**src/rtl/lfsr_way_picker.sv**
```systemverilog
// rtl/lfsr_way_picker.sv - XNOR-LFSR driven pseudo-random way picker with masked wrap-around selection.
// Optional lock-up recovery from the all-ones state: define LFSR_WAY_PICKER_LOCKUP_RECOVER_EN.
module lfsr_way_picker #(
   parameter int                    LFSR_WIDTH = 8,
   parameter int                    WAYS       = 8,
   parameter logic [LFSR_WIDTH-1:0] SEED       = '0
) (
   input  logic                      clk_i,
   input  logic                      rst_i,
   input  logic                      en_i,
   input  logic                      load_i,
   input  logic [LFSR_WIDTH-1:0]     seed_i,
   input  logic [WAYS-1:0]           mask_i,
   output logic [WAYS-1:0]           way_oh_o,
   output logic [$clog2(WAYS)-1:0]   way_bin_o,
   output logic                      way_valid_o,
   output logic [LFSR_WIDTH-1:0]     state_o,
   output logic                      lockup_o
);

   localparam int IDXW = $clog2(WAYS);

   function automatic logic [31:0] tap_mask(input int width);
      case (width)
         4:       tap_mask = 32'h0000_000C;
         5:       tap_mask = 32'h0000_0014;
         6:       tap_mask = 32'h0000_0030;
         7:       tap_mask = 32'h0000_0060;
         8:       tap_mask = 32'h0000_00B8;
         12:      tap_mask = 32'h0000_0829;
         16:      tap_mask = 32'h0000_D008;
         24:      tap_mask = 32'h00E1_0000;
         32:      tap_mask = 32'h8020_0003;
         default: tap_mask = 32'h0000_0000;
      endcase
   endfunction

   localparam logic [31:0]           TAP32 = tap_mask(LFSR_WIDTH);
   localparam logic [LFSR_WIDTH-1:0] TAPS  = TAP32[LFSR_WIDTH-1:0];

   // Elaboration-time parameter checks; they stop simulation on illegal configurations.
   if (TAP32 == 32'h0) begin : g_bad_width
      $fatal(1, "lfsr_way_picker: illegal LFSR_WIDTH %0d", LFSR_WIDTH);
   end
   if ((WAYS < 2) || ((WAYS & (WAYS - 1)) != 0)) begin : g_bad_ways
      $fatal(1, "lfsr_way_picker: WAYS %0d is not a power of two >= 2", WAYS);
   end
   if ((LFSR_WIDTH < 31) && (WAYS > (1 << LFSR_WIDTH))) begin : g_ways_too_big
      $fatal(1, "lfsr_way_picker: WAYS %0d exceeds 2**LFSR_WIDTH", WAYS);
   end
   if (&SEED) begin : g_bad_seed
      $fatal(1, "lfsr_way_picker: SEED must not be all-ones");
   end

   logic [LFSR_WIDTH-1:0] state_q;
   logic [LFSR_WIDTH-1:0] state_d;
   logic                  feedback;
   logic                  lockup;

   assign feedback = ~^(state_q & TAPS);

`ifdef LFSR_WAY_PICKER_LOCKUP_RECOVER_EN
   assign lockup = &state_q;
`else
   assign lockup = 1'b0;
`endif

   always_comb begin
      state_d = state_q;
      if (lockup) begin
         state_d = SEED;
      end else if (load_i) begin
         state_d = seed_i;
      end else if (en_i) begin
         state_d = {state_q[LFSR_WIDTH-2:0], feedback};
      end
   end

   always_ff @(posedge clk_i or posedge rst_i) begin
      if (rst_i) begin
         state_q <= SEED;
      end else begin
         state_q <= state_d;
      end
   end

   logic [IDXW-1:0] start_idx;
   logic [IDXW-1:0] cand_idx;

   assign start_idx = state_q[IDXW-1:0];

   // Scan offsets from the top down so the smallest offset from start_idx wins.
   always_comb begin
      way_oh_o    = '0;
      way_bin_o   = '0;
      way_valid_o = 1'b0;
      cand_idx    = '0;
      for (int i = WAYS - 1; i >= 0; i--) begin
         cand_idx = start_idx + i[IDXW-1:0];
         if (mask_i[cand_idx]) begin
            way_oh_o    = {{(WAYS-1){1'b0}}, 1'b1} << cand_idx;
            way_bin_o   = cand_idx;
            way_valid_o = 1'b1;
         end
      end
   end

   assign state_o  = state_q;
   assign lockup_o = lockup;

endmodule

```
**config.mk**
```make
export PLATFORM = sky130hd
export DESIGN_NAME = lfsr_way_picker
export DESIGN_NICKNAME = d
export VERILOG_FILES = /design/src/rtl/lfsr_way_picker.sv
export SDC_FILE = /design/constraint.sdc
export NUM_CORES = 1
export LEC_CHECK = 0
export BUFFER_PORTS_ARGS = -buffer_cell sky130_fd_sc_hd__buf_2
export CORE_MARGIN = 2
export CORE_UTILIZATION = 55
export CTS_CLUSTER_DIAMETER = 40
export DETAILED_ROUTE_END_ITERATION = 12
export GPL_ROUTABILITY_DRIVEN = 0
export PLACE_DENSITY_LB_ADDON = 0.08
export SYNTH_ARGS = -nofsm -noshare
export SYNTH_HDL_FRONTEND = slang
export SYNTH_SLANG_ARGS = --single-unit
```
**constraint.sdc**
```tcl
create_clock -name clk_i -period 4.2 [get_ports clk_i]
set_input_delay 0.21 -clock clk_i [delete_from_list [all_inputs] [get_ports clk_i]]
set_output_delay 0.21 -clock clk_i [all_outputs]
set_load 0.05 [all_outputs]
```
* Word-level counts from Yosys, hierarchy flattened
Cells that the tools add are included.
** Cells by class
- Muxes and demuxes :: 42
- Shift operators :: 8
- Add/sub/neg operators :: 7
- Order comparisons :: 8
- Reduce and logical (&&, ||, !) cells :: 2
** Operator list (count)
- 2-to-1 mux 8 bit :: 10
- left shift 1 x 3 -> 8 bit (first input constant) :: 8
- < comparator 3 x 4 -> 1 bit (second input constant) :: 8
- binary-select mux 1 bit (select 3 bit) :: 8
- 2-to-1 mux 3 bit :: 8
- 2-to-1 mux 1 bit :: 16
- adder 3 bit (second input constant) :: 4
- XNOR reduction 8 bit :: 1
- adder 3 x 2 -> 3 bit (second input constant) :: 2
- adder 3 x 1 -> 3 bit (second input constant) :: 1
- nonzero test 2 bit :: 1
** Word-level totals
- Word-level logic and storage cells :: 68
- Input port bits :: 20
- Output and inout port bits :: 21
- Register bits after elaboration :: 8

* Logic depth before layout (Yosys ltp)
Gate-level depths: netlist of run 1.
- Depth after elaboration :: 11
- Gate-level depth with buffers :: 13
- Gate-level depth less buffers :: 9

* Worst setup path before layout of run 1
Ideal clock, no wire load.
- Kind :: reg2out
- Start :: reg state_q[2], in the netlist state_o[2]
- End :: out way_oh_o[7]
- Arrival :: 3.937 ns
- Required time :: 3.990 ns
- Setup slack :: 0.053 ns
- Buffers on the path :: 3
- Stages on the path, launching flop included :: 12
- Cell sequence :: dfrtp_1 > buf_6 > buf_2 > inv_1 > ha_1 > clkbuf_1 > mux4_2 > nor3_1 > nor2_1 > nor2_1 > nor4_1 > nor3_1
** On the way
- Longest elaborated chain between the ends :: 11
- Elaborated cells between the ends (all ways) :: 39
- Classes of those cells :: 7 x add/sub; 8 x shift; 24 x mux
** RTL lines
- start, declared :: line 55 : logic [LFSR_WIDTH-1:0] state_q;
- start signal, assigned :: line 83 : state_q <= state_d;
- adder 3 bit :: line 99 : cand_idx = start_idx + i[IDXW-1:0];
- binary-select mux 1 bit (select 3 bit) :: line 100 : if (mask_i[cand_idx]) begin
- 2-to-1 mux 1 bit (implied by the code) :: line 100
- 2-to-1 mux 8 bit (7 in series) :: line 100
- 2-to-1 mux 8 bit * :: line 100
- end, declared :: line 14 : output logic [WAYS-1:0] way_oh_o,
Every way passes the cells marked *; elsewhere a longest branch is shown, timed or not. The select of a mux whose other input is x is not followed.

* Worst setup path after layout of run 1
- Start :: reg state_q[0], in the netlist state_o[0]
- End :: out way_oh_o[2]
Same word-level chain as after synthesis.

==> results of run 1 <==
-- worst paths after layout --
kind,slack (ps),endpoint
worst min-delay path,190,state_o[6]
worst max register to register,2890,state_o[0]
worst min register to register,610,state_o[7]
worst max-delay path,260,way_oh_o[2]
max in group asynchronous,3490,state_o[2]
min in group asynchronous,480,state_o[7]
-- report_power, final --
group	switching [mW]	leakage [nW]	internal [mW]	total, mW
Combinational	0.621	0.828	0.292	0.913
Clock	0.0264	0.0216	0.0617	0.0881
Sequential	0.0124	0.0969	0.0865	0.0988
-- logic make-up after synthesis --
family,share of synthesized area
AO/OA/AOI/OAI,0.293
other,0.00185
adder cells (fa/ha/maj),0.0679
multiplexers,0.240
flip-flops,0.0988
AND/OR/NAND/NOR,0.211
XOR/XNOR,0.0216
buffers and inverters,0.0661
-- layout make-up --
type / count / area (µm²) / area share
multi-input cells: 218 / 1690 / 0.749
flip-flops and latches: 8 / 200 / 0.0886
clock buffers: 3 / 41.3 / 0.0183
inverters: 6 / 22.5 / 0.00997
well taps: 48 / 60.1 / 0.0266
repair buffers: 45 / 243 / 0.107
-- layout by cell type (no fill, tap or decap), types with 2 or more instances in the layout --
cell and instances:
a21oi_1 11, a221o_1 2, a22oi_1 4, a311oi_1 4, a31oi_1 2, a32oi_1 10
and2_1 8, and2_4 2, and3_1 2, buf_2 39, buf_4 5, clkbuf_8 3
dfrtp_1 8, ha_1 11, inv_1 6, mux2_2 2, mux2i_1 17, mux4_2 12
nand2_1 26, nand2b_1 4, nand3_1 6, nor2_1 18, nor2b_1 3, nor3_1 7
o211a_1 3, o211ai_1 2, o21ai_0 20, o221ai_1 7, o22a_1 3, o22ai_1 6
o31ai_1 2, or2_2 3, xnor2_1 4
-- Yosys cell counts, types with 5 or more instances --
cell type,count,share of area
a21oi_1,11,0.027
a32oi_1,10,0.043
buf_2,5,0.012
dfrtp_1,8,0.099
mux2i_1,17,0.084
o221ai_1,7,0.030
nor3_1,7,0.017
o22ai_1,6,0.019
and2_1,8,0.025
o21ai_0,20,0.049
mux4_2,12,0.13
clkbuf_1,9,0.017
inv_1,6,0.011
ha_1,11,0.068
nand2_1,26,0.048
nand3_1,6,0.015
nor2_1,18,0.033
-- metrics by stage --
step           area, µm²  total power, mW
6_report            2260             1.10
5_1_grt             2260             1.16
2_1_floorplan       2030            0.798
4_1_cts             2260             1.08
3_3_place_gp        2210            0.985
3_5_place_dp        2210            0.985
-- repair_timing --
action                    CTS  global route
hold endpoints to repair    8             0
hold buffers                1             0
setup buffers               0             0
-- critical path, delay by kind of cell (launching register included) --
family | cells | cell delay, ps
compound gates | 3 | 700
fa+ha+maj | 2 | 910
buf+inv | 1 | 300
flops | 1 | 480
mux | 1 | 580
simple gates | 2 | 520
-- layer usage --
layer  GRT usage  part of all wire
met2       0.487              0.44
met5           0                 0
met4       0.149             0.043
met3      0.0538              0.10
met1       0.449              0.41
==> flow_metrics.py, run 1 <==
metrics = {
    "status": {
        "outcome": "complete, no violations",
    },
    "logic_synthesis": {
        "netlist_area_um2": 2030,
        "async_reset_ff_frac": 1.00,
        "ys_types": 52,
        "synth_warnings": 0,
        "ys.flop_type": "dfrtp_1",
        "synth_seq_cells": 8,
        "yosysSeqAreaShare": 0.0988,
        "synth_edf_count": 0,
        "synth_nets": 284,
        "synthCells": 253,
        "synth_area_per_cell_um2": 8.01,
    },
    "route": {
        "routed-via-count": 2310,
        "drt-total-wl_mm": 6.33,
        "drtPass1Iterations": 7,
        "wl_per_cell_um": 19.3,
        "drc_errors": 0,
        "drt_iter0_markers": 391,
        "ant_nets": 0,
        "via_per_inst": 7.04,
    },
    "clocking": {
        "cts_max_level": 1,
        "cts_resized": 0,
        "cts_tree": "yes",
        "cts.clk_slew.worst_paths_ps": 40,
        "clock_latency_ps": 220,
        "cts.sinks": 8,
        "cts_buffers": 3,
        "clockBufferDepth": 2,
        "cts_root_buf": "clkbuf_8",
    },
    "timing": {
        "fin_crit_ps": 3940,
        "whs_ps": 190,
        "drv_slew": 0,
        "period_share": 0.938,
        "relSlewSlack": 0.544,
        "setup_ws_ps": 259,
        "fmax_ghz": 0.254,
        "rsz0062_at_grt": "no",
        "worst_slew_pin_slew_ps": 665,
        "tns_ps": 0,
        "finalHoldViolations": 0,
        "clock_skew_ps": 1.53,
        "setup_viol": 0,
    },
    "power_and_ir_drop": {
        "ir_worst_vdd_v": 0.000243,
        "power_density_nw_per_um2": 487,
        "p_leak_nw": 0.947,
    },
    "min_path": {
        "hp-start": "seed_i[6]",
        "hold_class": "input pin to flop",
        "worstHoldPathCells": 3,
    },
    "floorplanning": {
        "io_pins": 41,
        "fp.dieW_um": 64.7,
        "initial_core_util": 0.562,
        "rows": 22,
        "die-area_um2": 4180,
        "dieHeight_um": 64.7,
        "core_um2": 3610,
    },
    "worst_setup_path": {
        "crit_fanout": 10,
        "cp_data_arrival_time_ps": 3730,
        "crit_path_end_kind": "primary output",
        "critical_path_class": "flop to primary output",
        "slowest_delay_ps": 580,
        "r2r_start": "state_o[0]",
        "crit_chain": "ha_1, ha_1, mux4_2, nor3_1, o211a_1, nand3_1, o211a_1, o221ai_1, buf_2",
        "slowest_stage": "mux4_2",
        "cp-startpoint": "state_o[0]",
        "required_ps": 3990,
        "r2r_cells": 3,
        "start_kind": "flop",
    },
    "placed_design": {
        "dpl_worst_slack_ps": 591,
        "portBuffers": 39,
        "placed_cells": 324,
        "hpwl_mm": 4.82,
    },
    "final_layout": {
        "num-nets-final": 313,
        "diodes": 0,
        "largest_register_ffs": 8,
        "final_core_util": 0.626,
        "area_delta_synth_final_pct": 11.5,
        "fin_cells": 328,
        "fillers": 340,
        "layout-drive-gt1-share": 0.254,
    },
    "grt": {
        "antenna_found_initial": 0,
        "grt_max_degree": 22,
        "grt_use_total": 0.322,
        "grt_pass1_vias": 2116,
        "grt_pass1_wl_mm": 10.5,
        "grt.overflow.total": 0,
    },
    "run": {
        "drv_cap": 0,
    },
}
Power figures use the tool's default switching activity.
==> run 2: changes to the inputs <==
CELL_PAD_IN_SITES_DETAIL_PLACEMENT = 1   (was default)
CELL_PAD_IN_SITES_GLOBAL_PLACEMENT = 2   (was default)
CORE_UTILIZATION = 29   (was 55)
clock period = 3.5 ns   (was 4.2 ns; I/O delays follow)
==> run 2 against run 1 <==
Compared with the run above: non-clock buffer count is 12 higher; total power is 34% higher; critical path depth is 1 lower; utilization is 26 points lower; sequential power is 23% higher.
==> flow_metrics.py, run 2 (same netlist as run 1, synthesis figures left out) <==
metrics = {
    "power_and_ir_drop": {
        "p_total_mw": 1.47,
        "power_density_nw_per_um2": 586,
        "ir_worst_vdd_v": 0.000210,
        "p_leak_nw": 1.00,
    },
    "clocking": {
        "cts_buffers": 3,
        "cts_root_buf": "clkbuf_8",
        "cts.sinks": 8,
        "cts.clk_slew.worst_paths_ps": 40,
        "clock_latency_ps": 230,
        "clockBufferDepth": 2,
        "cts_tree": "yes",
        "cts_max_level": 1,
    },
    "timing": {
        "fmax_ghz": 0.296,
        "rsz0062_at_grt": "yes",
        "period_share": 0.967,
        "setup_ws_ps": 116,
        "fin_crit_ps": 3380,
        "worst_slew_pin_slew_ps": 653,
        "setup_viol": 0,
        "drv_slew": 0,
        "clock_skew_ps": 0.789,
        "finalHoldViolations": 0,
        "relSlewSlack": 0.565,
        "whs_ps": 150,
        "tns_ps": 0,
    },
    "final_layout": {
        "num-nets-final": 325,
        "final_cell_mix": "buf_2 (39), nand2_1 (26), o21ai_0 (20), nor2_1 (18), buf_4 (17)",
        "fin_area_um2": 2500,
        "layout-drive-gt1-share": 0.345,
        "largest_register_ffs": 8,
        "area_delta_synth_final_pct": 23.6,
        "final_common_cell": "buf_2",
        "diodes": 0,
    },
    "worst_setup_path": {
        "required_ps": 3320,
        "critical_path_class": "flop to primary output",
        "start_kind": "flop",
        "cp_data_arrival_time_ps": 3210,
        "crit_fanout": 28,
        "crit_path_end_kind": "primary output",
    },
    "floorplanning": {
        "rows": 30,
        "dieHeight_um": 87.6,
        "fp.dieW_um": 87.6,
        "io_pins": 41,
        "core_um2": 6790,
        "initial_core_util": 0.298,
        "die-area_um2": 7670,
    },
    "route": {
        "drt-total-wl_mm": 7.96,
        "routed-via-count": 2311,
        "drtPass1Iterations": 4,
        "ant_nets": 0,
        "wl_per_cell_um": 20.5,
        "drt_iter0_markers": 160,
        "drc_errors": 0,
        "via_per_inst": 5.94,
    },
    "run": {
        "drv_cap": 0,
    },
    "min_path": {
        "hold_class": "input pin to flop",
    },
    "placed_design": {
        "portBuffers": 39,
        "dpl_worst_slack_ps": 134,
        "post_dp_cell_area_um2": 2400,
        "hpwl_mm": 6.19,
    },
    "grt": {
        "grt.overflow.total": 0,
        "grt_use_total": 0.212,
        "antenna_found_initial": 0,
        "grt_pass1_vias": 2267,
        "grt_max_degree": 29,
        "grt_pass1_wl_mm": 12.7,
    },
    "status": {
        "outcome": "complete, no violations",
    },
}
## run 2: routing by layer
metal | global-route usage | part of all wire | vias to the layer above
li1 | - | - | 1067
met1 | 0.290 | 0.45 | 1154
met2 | 0.357 | 0.48 | 69
met3 | 0.0141 | 0.039 | 21
met4 | 0.0713 | 0.027 | 0
met5 | 0 | 0 | -
## run 2: through the flow
stage               cells   util
floorplan             253      -
global placement      380  0.354
detailed placement    380  0.354
CTS                   385  0.363
global route          389  0.369
finish                389  0.369
## run 2: worst paths after layout
check	from	cells past startpoint	endpoint	slack, ps
max	state_o[0]	8	way_bin_o[1]	120
min	seed_i[6]	3	state_o[6]	150
max reg2reg	state_o[4]	5	state_o[0]	2280
min reg2reg	state_o[6]	2	state_o[6]	600
max in group asynchronous	rst_i	3	state_o[0]	2810
min in group asynchronous	rst_i	3	state_o[3]	440
## run 2: area by class of cell
| type | instances | area (µm²) |
|---|---|---|
| Inverter | 6 | 26.3 |
| Multi-Input combinational cell | 218 | 1780 |
| Timing Repair Buffer | 57 | 333 |
| Clock buffer | 4 | 45.0 |
| Sequential cell | 8 | 204 |
| Fill cell | 827 | 4290 |
| Tap cell | 96 | 120 |
## run 2: worst max-delay path: stages (launching register included)
cell and delay, ps:
dfrtp_2 390, buf_4 340, mux4_2 670, and2_4 210
or2_4 290, or3_1 510, a311oi_2 260, a21oi_2 80
buf_2 220
## run 2: where the power goes
part / internal (mW) / total, mW / leakage [nW] / switching (mW)
logic: 0.418 / 1.23 / 0.887 / 0.811
clock network: 0.0790 / 0.116 / 0.0228 / 0.0374
registers: 0.105 / 0.122 / 0.0936 / 0.0177
## run 2: timing repair
| action | 4_1_cts | 5_1_grt |
|---|---|---|
| endpoints found under the setup margin | 6 | 8 |
| endpoints found under the hold margin | 8 | 0 |
| buffers inserted | 0 | 4 |
| pin swaps | 0 | 1 |
| gates cloned | 0 | 0 |
| hold buffers | 1 | 0 |
| resized for setup | 2 | 1 |
